==> src/rtl/lab4_mcore_refill_arbiter_pkg.sv <==
// Shared message types and port constants for the icache/dcache refill arbiter.
package lab4_mcore_refill_arbiter_pkg;

  typedef struct packed {
    logic [2:0]   type_;
    logic [7:0]   opaque;
    logic [31:0]  addr;
    logic [3:0]   len;
    logic [127:0] data;
  } mem_req_16B_t;

  typedef struct packed {
    logic [2:0]   type_;
    logic [7:0]   opaque;
    logic [1:0]   test;
    logic [3:0]   len;
    logic [127:0] data;
  } mem_resp_16B_t;

  localparam logic [2:0] MEM_TYPE_READ  = 3'd0;
  localparam logic [2:0] MEM_TYPE_WRITE = 3'd1;

  localparam int REQ_ID_W = 1;
  localparam logic [REQ_ID_W-1:0] ICACHE_PORT = 1'b0;
  localparam logic [REQ_ID_W-1:0] DCACHE_PORT = 1'b1;

endpackage

==> src/rtl/lab4_mcore_refill_arb_idq.sv <==
// In-order queue of requester IDs for requests in flight to memory.
module lab4_mcore_refill_arb_idq
  import lab4_mcore_refill_arbiter_pkg::*;
#(
  parameter  int DEPTH = 4,
  localparam int PW    = $clog2(DEPTH),
  localparam int CW    = $clog2(DEPTH + 1)
) (
  input  logic                clk,
  input  logic                reset,
  input  logic                push,
  input  logic [REQ_ID_W-1:0] push_id,
  input  logic                pop,
  output logic                full,
  output logic                empty,
  output logic [REQ_ID_W-1:0] head_id,
  output logic [CW-1:0]       count
);

  logic [DEPTH-1:0][REQ_ID_W-1:0] ids;
  logic [PW-1:0] head, tail;
  logic do_push, do_pop;

  assign full    = (count == CW'(DEPTH));
  assign empty   = (count == '0);
  // A pop in the same cycle never frees room for a push into a full queue.
  assign do_push = push & ~full;
  assign do_pop  = pop & ~empty;
  assign head_id = ids[head];

  always_ff @(posedge clk) begin
    if (reset) begin
      head  <= '0;
      tail  <= '0;
      count <= '0;
    end else begin
      if (do_push) begin
        ids[tail] <= push_id;
        tail      <= tail + PW'(1);
      end
      if (do_pop) head <= head + PW'(1);
      if (do_push && !do_pop)      count <= count + CW'(1);
      else if (!do_push && do_pop) count <= count - CW'(1);
    end
  end

endmodule

==> src/rtl/lab4_mcore_refill_arbiter.sv <==
// Round-robin merge of icache/dcache refill traffic onto one memory port.
// Define LAB4_MCORE_REFILL_ARBITER_PIPE_EN to register the outgoing request.
module lab4_mcore_refill_arbiter
  import lab4_mcore_refill_arbiter_pkg::*;
#(
  parameter int p_max_outstanding = 4
) (
  input  logic          clk,
  input  logic          reset,
  input  mem_req_16B_t  imemreq_msg,
  input  logic          imemreq_val,
  output logic          imemreq_rdy,
  input  mem_req_16B_t  dmemreq_msg,
  input  logic          dmemreq_val,
  output logic          dmemreq_rdy,
  output mem_resp_16B_t imemresp_msg,
  output logic          imemresp_val,
  input  logic          imemresp_rdy,
  output mem_resp_16B_t dmemresp_msg,
  output logic          dmemresp_val,
  input  logic          dmemresp_rdy,
  output mem_req_16B_t  memreq_msg,
  output logic          memreq_val,
  input  logic          memreq_rdy,
  input  mem_resp_16B_t memresp_msg,
  input  logic          memresp_val,
  output logic          memresp_rdy
);

  localparam int CW = $clog2(p_max_outstanding + 1);

  logic                prio;
  logic                grant0, grant1, space, accept_ok, fire;
  logic                idq_full, idq_empty, idq_pop;
  logic [REQ_ID_W-1:0] head_id, req_id;
  logic [CW-1:0]       idq_count;
  mem_req_16B_t        req_mux;

  assign grant0    = imemreq_val & (~prio | ~dmemreq_val);
  assign grant1    = dmemreq_val & ( prio | ~imemreq_val);
  assign req_id    = grant1 ? DCACHE_PORT : ICACHE_PORT;
  assign req_mux   = grant1 ? dmemreq_msg : imemreq_msg;
  assign accept_ok = space & ~idq_full & ~reset;
  assign imemreq_rdy = (~prio | ~dmemreq_val) & accept_ok;
  assign dmemreq_rdy = ( prio | ~imemreq_val) & accept_ok;
  assign fire      = (grant0 | grant1) & accept_ok;

`ifdef LAB4_MCORE_REFILL_ARBITER_PIPE_EN
  logic         buf_valid;
  mem_req_16B_t buf_msg;

  // Buffer may refill in the same cycle it drains.
  assign space      = ~buf_valid | memreq_rdy;
  assign memreq_val = buf_valid & ~reset;
  assign memreq_msg = buf_msg;

  always_ff @(posedge clk) begin
    if (reset) buf_valid <= 1'b0;
    else if (fire) begin
      buf_valid <= 1'b1;
      buf_msg   <= req_mux;
    end else if (memreq_rdy) buf_valid <= 1'b0;
  end
`else
  assign space      = memreq_rdy;
  assign memreq_val = (grant0 | grant1) & ~idq_full & ~reset;
  assign memreq_msg = req_mux;
`endif

  always_ff @(posedge clk) begin
    if (reset)     prio <= 1'b0;
    else if (fire) prio <= (req_id == ICACHE_PORT);
  end

  // Responses return in order; the queue head names their owner.
  assign imemresp_msg = memresp_msg;
  assign dmemresp_msg = memresp_msg;
  assign imemresp_val = memresp_val & ~idq_empty & ~reset & (head_id == ICACHE_PORT);
  assign dmemresp_val = memresp_val & ~idq_empty & ~reset & (head_id == DCACHE_PORT);
  assign memresp_rdy  = ~idq_empty & ~reset &
                        ((head_id == DCACHE_PORT) ? dmemresp_rdy : imemresp_rdy);
  assign idq_pop      = memresp_val & memresp_rdy;

  lab4_mcore_refill_arb_idq #(.DEPTH(p_max_outstanding)) u_idq (
    .clk     (clk),
    .reset   (reset),
    .push    (fire),
    .push_id (req_id),
    .pop     (idq_pop),
    .full    (idq_full),
    .empty   (idq_empty),
    .head_id (head_id),
    .count   (idq_count)
  );

`ifndef SYNTHESIS
  function automatic string line_trace();
    return $sformatf("g:%s q:%0d r:%s",
                     fire ? (grant1 ? "D" : "I") : ".", idq_count,
                     idq_pop ? ((head_id == DCACHE_PORT) ? "D" : "I") : ".");
  endfunction

  always_ff @(posedge clk)
    if (!reset) assert (!(memresp_val && idq_empty))
      else $error("memory response with no request outstanding");
`endif

endmodule

==> config.mk <==
export PLATFORM = sky130hd
export DESIGN_NAME = lab4_mcore_refill_arbiter
export DESIGN_NICKNAME = d
export VERILOG_FILES = /design/src/rtl/lab4_mcore_refill_arbiter_pkg.sv /design/src/rtl/lab4_mcore_refill_arb_idq.sv /design/src/rtl/lab4_mcore_refill_arbiter.sv
export SDC_FILE = /design/constraint.sdc
export NUM_CORES = 1
export LEC_CHECK = 0
export ABC_AREA = 1
export CAP_MARGIN = 40
export CORE_AREA = 2 2 381 383
export CTS_BUF_LIST = sky130_fd_sc_hd__clkbuf_4 sky130_fd_sc_hd__clkbuf_8
export DETAILED_ROUTE_END_ITERATION = 7
export DIE_AREA = 0 0 383 385
export GPL_TIMING_DRIVEN = 1
export PLACE_DENSITY = 0.3
export SYNTH_ARGS = -nofsm -noshare
export SYNTH_HDL_FRONTEND = slang
export SYNTH_HIERARCHICAL = 1
export SYNTH_SLANG_ARGS = --single-unit
==> constraint.sdc <==
create_clock -name clk -period 2.2 [get_ports clk]
set_input_delay 0.44 -clock clk [delete_from_list [all_inputs] [get_ports clk]]
set_output_delay 0.44 -clock clk [all_outputs]
set_load 0.02 [all_outputs]
==> Yosys cells after proc, flatten, opt, wreduce, memory -nomap -nowiden <==
Cells that the tools add are included.
{ "word_totals": {"ff_bits": 12, "in_bits": 503, "out_inout_bits": 471, "elab_cells": 63} }
{ "op_classes": {"n_addsub": 4, "n_lt_le_gt_ge": 3, "n_eq_ne": 1, "n_mux": 10, "bitwise_logic": 29, "reduce_logical": 8} }
{ "op_table": {"columns": ["op", "n"], "rows": [
  ["$mux W175", 1],
  ["$and A1 B1 Y1", 18],
  ["$not A1 Y1", 8],
  ["$lt A2 B3 Y1 const B", 2],
  ["$mux W3", 2],
  ["$add A2 B1 Y2 const B", 2],
  ["$bwmux W4", 1],
  ["$mux W1", 4],
  ["$add A3 B1 Y3 const B", 1],
  ["$eq A3 B3 Y1 const B", 1],
  ["$logic_and A1 B1 Y1", 3],
  ["$logic_not A3 Y1", 1],
  ["$or A1 B1 Y1", 3],
  ["$sub A3 B1 Y3 const B", 1],
  ["$bmux W1 S2", 1],
  ["$demux W1 S2", 1],
  ["$ge A2 B1 Y1 const B", 1],
  ["$logic_not A1 Y1", 2],
  ["$reduce_and A2 Y1", 1],
  ["$reduce_bool A2 Y1", 1]
]} }

==> Depth between registers and ports, before layout <==
{ "depth": {"ltp_word": 10, "ltp_mapped": 18, "mapped_depth_nobuf": 18} }

==> Modules after synthesis <==
The synthesis kept the hierarchy.
{ "modules_own_cells": {"columns": ["module", "instances", "cells_each", "area_each_um2", "seq_area_each_um2"], "rows": [
  ["lab4_mcore_refill_arbiter", 1, 881, 4521.8, 20.0],
  ["lab4_mcore_refill_arb_idq", 1, 78, 660.6, 260.2]
]} }

==> Worst setup path before layout <==
Ideal clock, no wire load.
{ "synth_timing": {"path_type": "flip-flop to flip-flop", "from": "reg u_idq.count[1]", "to": "reg u_idq.count[2]", "setup_time_ps": 110, "arrival_time_ps": 2129, "required_ps": 2090, "path_slack_ps": -39, "stages_incl_launch_ff": 18, "path_buffers": 0, "synth_period_minus_slack_ps": 2239, "cell_sequence": "dfxtp_1 -> inv_2 -> nand3_4 -> inv_4 -> nor3b_1 -> nand2_1 -> inv_1 -> inv_2 -> nor2_8 -> ha_1 -> inv_1 -> fa_1 -> inv_1 -> nand2_1 -> nand3_1 -> nand2_1 -> inv_1 -> nor2_1"} }
{ "synth_via": {"elab_chain_cells": 9, "word_cells_on_any_way": 21, "classes_between": "2 x add/sub; 1 x eq/ne; 2 x mux; 10 x bitwise; 6 x reduce/logical"} }
{ "synth_lines": {"columns": ["item", "line", "rtl"], "rows": [
  ["start: declaration", "lab4_mcore_refill_arb_idq.sv:17", "output logic [CW-1:0] count"],
  ["start signal: assignment", "lab4_mcore_refill_arb_idq.sv:42", "if (do_push && !do_pop) count <= count + CW'(1);"],
  ["start signal: assignment", "lab4_mcore_refill_arb_idq.sv:43", "else if (!do_push && do_pop) count <= count - CW'(1);"],
  ["$eq A3 B3 Y1 (*)", "lab4_mcore_refill_arb_idq.sv:24", "assign full = (count == CW'(DEPTH));"],
  ["named net idq_full", "lab4_mcore_refill_arbiter.sv:34", "logic idq_full, idq_empty, idq_pop;"],
  ["$not A1 Y1 (*)", "lab4_mcore_refill_arbiter.sv:43", "assign accept_ok = space & ~idq_full & ~reset;"],
  ["$and A1 B1 Y1 (*) (2 in series)", "lab4_mcore_refill_arbiter.sv:43", null],
  ["$and A1 B1 Y1 (*)", "lab4_mcore_refill_arbiter.sv:46", "assign fire = (grant0 | grant1) & accept_ok;"],
  ["named net fire", "lab4_mcore_refill_arbiter.sv:33", "logic grant0, grant1, space, accept_ok, fire;"],
  ["$and A1 B1 Y1 (*)", "lab4_mcore_refill_arb_idq.sv:27", "assign do_push = push & ~full;"],
  ["named net u_idq.do_push", "lab4_mcore_refill_arb_idq.sv:22", "logic do_push, do_pop;"],
  ["$logic_not A1 Y1", "lab4_mcore_refill_arb_idq.sv:43", null],
  ["$logic_and A1 B1 Y1", "lab4_mcore_refill_arb_idq.sv:43", null],
  ["$reduce_bool A2 Y1 (no source line)", null, null]
]} }
Mark *: on every way through the listed nets, which the timed path passes. The rest lies on a longest branch. The select of a mux whose other input is x is not followed.
A chain may end at the register's enable or synchronous reset.

==> Final worst setup path <==
{ "layout_timing": {"from": "reg u_idq/ids[1] (netlist bit)", "to": "reg u_idq.count[1]"} }
{ "layout_via": {"elab_chain_cells": 9, "word_cells_on_any_way": 11, "classes_between": "4 x mux; 3 x bitwise; 4 x reduce/logical"} }
{ "layout_lines": {"columns": ["item", "line", "rtl"], "rows": [
  ["start: declaration", "lab4_mcore_refill_arb_idq.sv:20", "logic [DEPTH-1:0][REQ_ID_W-1:0] ids;"],
  ["start signal: indexed assignment", "lab4_mcore_refill_arb_idq.sv:38", "ids[tail] <= push_id;"],
  ["$bmux W1 S2 (*)", "lab4_mcore_refill_arb_idq.sv:29", "assign head_id = ids[head];"],
  ["$mux W1 (implied by the code) (*)", "lab4_mcore_refill_arb_idq.sv:29", null],
  ["named net head_id", "lab4_mcore_refill_arbiter.sv:35", "logic [REQ_ID_W-1:0] head_id, req_id;"],
  ["$mux W1 (*)", "lab4_mcore_refill_arbiter.sv:81", "((head_id == DCACHE_PORT) ? dmemresp_rdy : imemresp_rdy);"],
  ["$and A1 B1 Y1 (*)", "lab4_mcore_refill_arbiter.sv:80", "assign memresp_rdy = ~idq_empty & ~reset &"],
  ["$and A1 B1 Y1 (*)", "lab4_mcore_refill_arbiter.sv:82", "assign idq_pop = memresp_val & memresp_rdy;"],
  ["named net idq_pop", "lab4_mcore_refill_arbiter.sv:34", null],
  ["$and A1 B1 Y1 (*)", "lab4_mcore_refill_arb_idq.sv:28", "assign do_pop = pop & ~empty;"],
  ["$logic_not A1 Y1", "lab4_mcore_refill_arb_idq.sv:42", null],
  ["$logic_and A1 B1 Y1", "lab4_mcore_refill_arb_idq.sv:42", null],
  ["$mux W3 or $reduce_bool A2 Y1 (tied branches)", null, null]
]} }
Marks and branches as above.

==> flow_metrics.env <==
export IMPL_p_leak_nw=6.471
export IMPL_hold_path_cell_count=2
export IMPL_ff_latch_area_um2=292.8
export IMPL_dieArea_um2=147500
export IMPL_timing_final_crit_share_pct=100.5
export IMPL_port_buffers=538
export IMPL_crit_chain="nor2_4, nor2_4, o21ai_4, o21ai_4, inv_2, nor2_4, nor4_2, buf_4, nand2_4, ha_4, inv_4, fa_2, o21ai_2, a21oi_1"
export IMPL_final_area_um2=15500
export IMPL_hold_class="flop to flop"
export IMPL_drv_cap=0
export IMPL_synth_compound_area_share_pct=1.424
export IMPL_hold_end="u_idq/count[1]"
export IMPL_cts_inserted_buffers=3
export IMPL_synthMuxAreaShare_pct=0
export IMPL_finClkSkew_ns=0.001621
export IMPL_yosysTopAreaCellShare_pct=44.04
export IMPL_grtUsageTotal_pct=11.58
export IMPL_r2r_start="u_idq/ids[1]"
export IMPL_min_from="u_idq/count[1]"
export IMPL_status="finished, violations left"
export IMPL_synth_fa_ha_area_share_pct=1.593
export IMPL_syn_inst=959
export IMPL_utilization_pct=10.83
export IMPL_crit_start="u_idq/ids[1]"
export IMPL_vias=7327
export IMPL_layout_setup_ws_ns=-0.01144
export IMPL_synthXorXnorAreaFrac_pct=0
export IMPL_area_growth_pct=199.1
export IMPL_hpwl_um=80350
export IMPL_r2r_end="u_idq/count[1]"
export IMPL_place_congestion=0.8427
export IMPL_cp_common_cell="nor2_4"
export IMPL_maxSlewHeadroom_pct=77.62
export IMPL_r2r_slack_ns=-0.01
export IMPL_rr_worst_depth=14
export IMPL_synth_top_family_by_area="buffers and inverters"
export IMPL_fp_dieW_um=383
export IMPL_async_reset_ff_share_pct=0
export IMPL_clock_tree_root_cell="clkbuf_8"
export IMPL_min_period_ns=2.211
export IMPL_max_clock_freq_mhz=452.2
export IMPL_grt_max_degree=21
export IMPL_die_y_um=385
export IMPL_synth_simple_area_share_pct=43.24
export IMPL_synth_edf_count=4
export IMPL_fin_nets=1827
export IMPL_cp_max_fo=3
export IMPL_tightestPinTransition_ns=0.3347
export IMPL_drc=0
export IMPL_vias_per_cell=2.274
export IMPL_placed_area_um2=12610
export IMPL_synthesis_nets=1468
export IMPL_crit_required_ns=2.33
export IMPL_path_buf_inv=3
export IMPL_htreeDepth=1
export IMPL_fillers=16550
export IMPL_insertion_delay_ns=0.24
export IMPL_failed_checks="negative setup slack"
export IMPL_rsz0062_at_grt="true"
export IMPL_wl_per_cell_um=28.10
export IMPL_hold_ws_ns=0.5163
export IMPL_hold_buffers=0
export IMPL_dr_pass1_iters=4
export IMPL_final_layout_size_suffix_gt1_share_pct=48.44
export IMPL_row_count=139
export IMPL_antenna_found_initial=32
export IMPL_synthTopCellsByArea="buf_4 (44%), nand2_1 (39%), dfxtp_1 (3.1%)"
export IMPL_yosys_warnings=6
export IMPL_peakVddDrop_uv=150.3
export IMPL_cp_slowest_cell="fa_2"
export IMPL_yosysSeqAreaShare_pct=5.408
export IMPL_cpPeakStageDelay_ns=0.43
export IMPL_grt_pass1_vias=7514
export IMPL_arrival_ns=2.34
export IMPL_ys_ff_latch=12
export IMPL_setup_violations=2
export IMPL_clk_pin_slew_worst_paths_ns=0.06
export IMPL_synth_largest_area_cell="buf_4"
export IMPL_syn_area_um2=5182
export IMPL_synth_area_per_cell_um2=5.404
export IMPL_overflow=0
export IMPL_final_hold_viol_count=0
export IMPL_powerDensity_nw_per_um2=305.6
export IMPL_drt_wl_total_um=90530
export IMPL_io_pins=974
export IMPL_multi_input_area_um2=4010
export IMPL_cts_tree="built"
export IMPL_initial_utilization_pct=3.621
export IMPL_cp_end_kind="flop"
export IMPL_report_final_slew_viol_count=0
export IMPL_clkSinkCount=12
export IMPL_drtIter0Drc=287
export IMPL_synthFlopType="dfxtp_1"
export IMPL_grt_pass1_wl_um=105400
export IMPL_start_kind="flop"
export IMPL_coreArea_um2=143100
export IMPL_critPathTopFamily="adder cells"
export IMPL_critical_path_class="flop to flop"
export IMPL_synthDistinctLibCells=30
export IMPL_cts_buffer_depth=2
export IMPL_ant_nets=0
cells in the final DEF, fill, tap and decap left out, types with 3 or more instances in the layout:
master and instances:
a21oi_1 6, buf_12 157, buf_16 17, buf_2 12
buf_4 78, buf_6 41, buf_8 14, clkbuf_16 3
clkbuf_8 3, clkdlybuf4s50_1 352, dfxtp_2 4, dlygate4sd2_1 4
edfxtp_1 4, ha_1 4, inv_1 9, inv_2 8
inv_4 7, nand2_1 284, nand2_2 113, nand2_4 134
nand2_8 13, nand3_1 3, nor2_1 6, nor2_2 5
nor2_4 4
per-layer routing:
metal  vias up  share of wire, %  track usage [%]  routed length (um)
met5         -              0.41           0.9422                 368
met4        38               1.8            1.516                1647
met3        87                18            9.542               16160
met2       744                44            17.88               39490
met1      3162                36            12.35               32860
li1       3296                 -                -                   -
metrics by stage:
| step | std cells | setup slack, ns | setup TNS (ns) | total power (W) |
|---|---|---|---|---|
| floorplan | 959 | 0.01695 | 0 | 0.001905 |
| global placement | 3150 | -1.019 | -89.98 | 0.003898 |
| detailed placement | 3150 | -0.8361 | -90.95 | 0.003874 |
| CTS | 3220 | -0.07138 | -1.902 | 0.004694 |
| global route | 3220 | -0.1046 | -1.929 | 0.005015 |
| finish | 3222 | -0.01144 | -0.01313 | 0.004736 |
tightest hold or removal path: cells and delay by family, from the launching register on:
family	cells	cell delay (ns)
buf+inv	1	0.08
flops	1	0.34
compound gates	1	0.07
where the power goes:
group	leakage, nW	internal [W]	switching, W	total (W)
clock network	0.0231	0.000123	0.0000894	0.000213
registers	0.105	0.000241	0.0000127	0.000254
logic	6.34	0.00220	0.00207	0.00427
total	6.47	0.00256	0.00217	0.00474
what timing repair did:
action	CTS	global route
setup endpoints to repair	184	137
cloned	16	3
buffers inserted	53	4
gates resized for setup	479	248
pin swaps	59	80
endpoints found under the hold margin	0	0
registers in the layout, summed over array words and instances, names as in the netlist:
register / cells
u_idq/tail: 2
u_idq/head: 2
u_idq/count: 3
u_idq/ids: 4
prio: 1
layout make-up:
cell class	instances	share of cell area [%]
repair buffers	682	55.73
clock buffers	3	0.2664
well taps	1903	15.36
inverters	25	0.8234
flip-flops and latches	12	1.889
multi-input cells	594	25.87
clock inverters	1	0.02422
diodes	2	0.03229
cells in the mapped netlist, types with 4 or more instances:
library cell / instances
nor2_2: 4
buf_2: 21
nor2_1: 11
nand3_1: 4
o21ai_1: 4
inv_1: 16
a21oi_1: 8
ha_1: 5
edfxtp_1: 4
inv_2: 7
nand2_1: 541
buf_4: 304
dfxtp_1: 8
kinds of logic after synthesis:
| group | count (synthesis) |
|---|---|
| adder cells (fa/ha/maj) | 6 |
| flip-flops | 12 |
| AO/OA/AOI/OAI | 14 |
| buffers and inverters | 353 |
| AND/OR/NAND/NOR | 574 |
worst max-delay path by stage:
stage | slack (ns) | end | cells past startpoint
6_report | -0.01 | u_idq/count[1] | 14
5_1_grt | -0.10 | u_idq/count[1] | 14
4_1_cts | -0.07 | memreq_msg[111] | 9
3_5_place_dp | -0.84 | u_idq/count[2] | 18
3_3_place_gp | -1.02 | u_idq/count[2] | 18
2_1_floorplan | 0.02 | u_idq/count[1] | 11
Note: power is estimated with default switching activity, not from simulation.
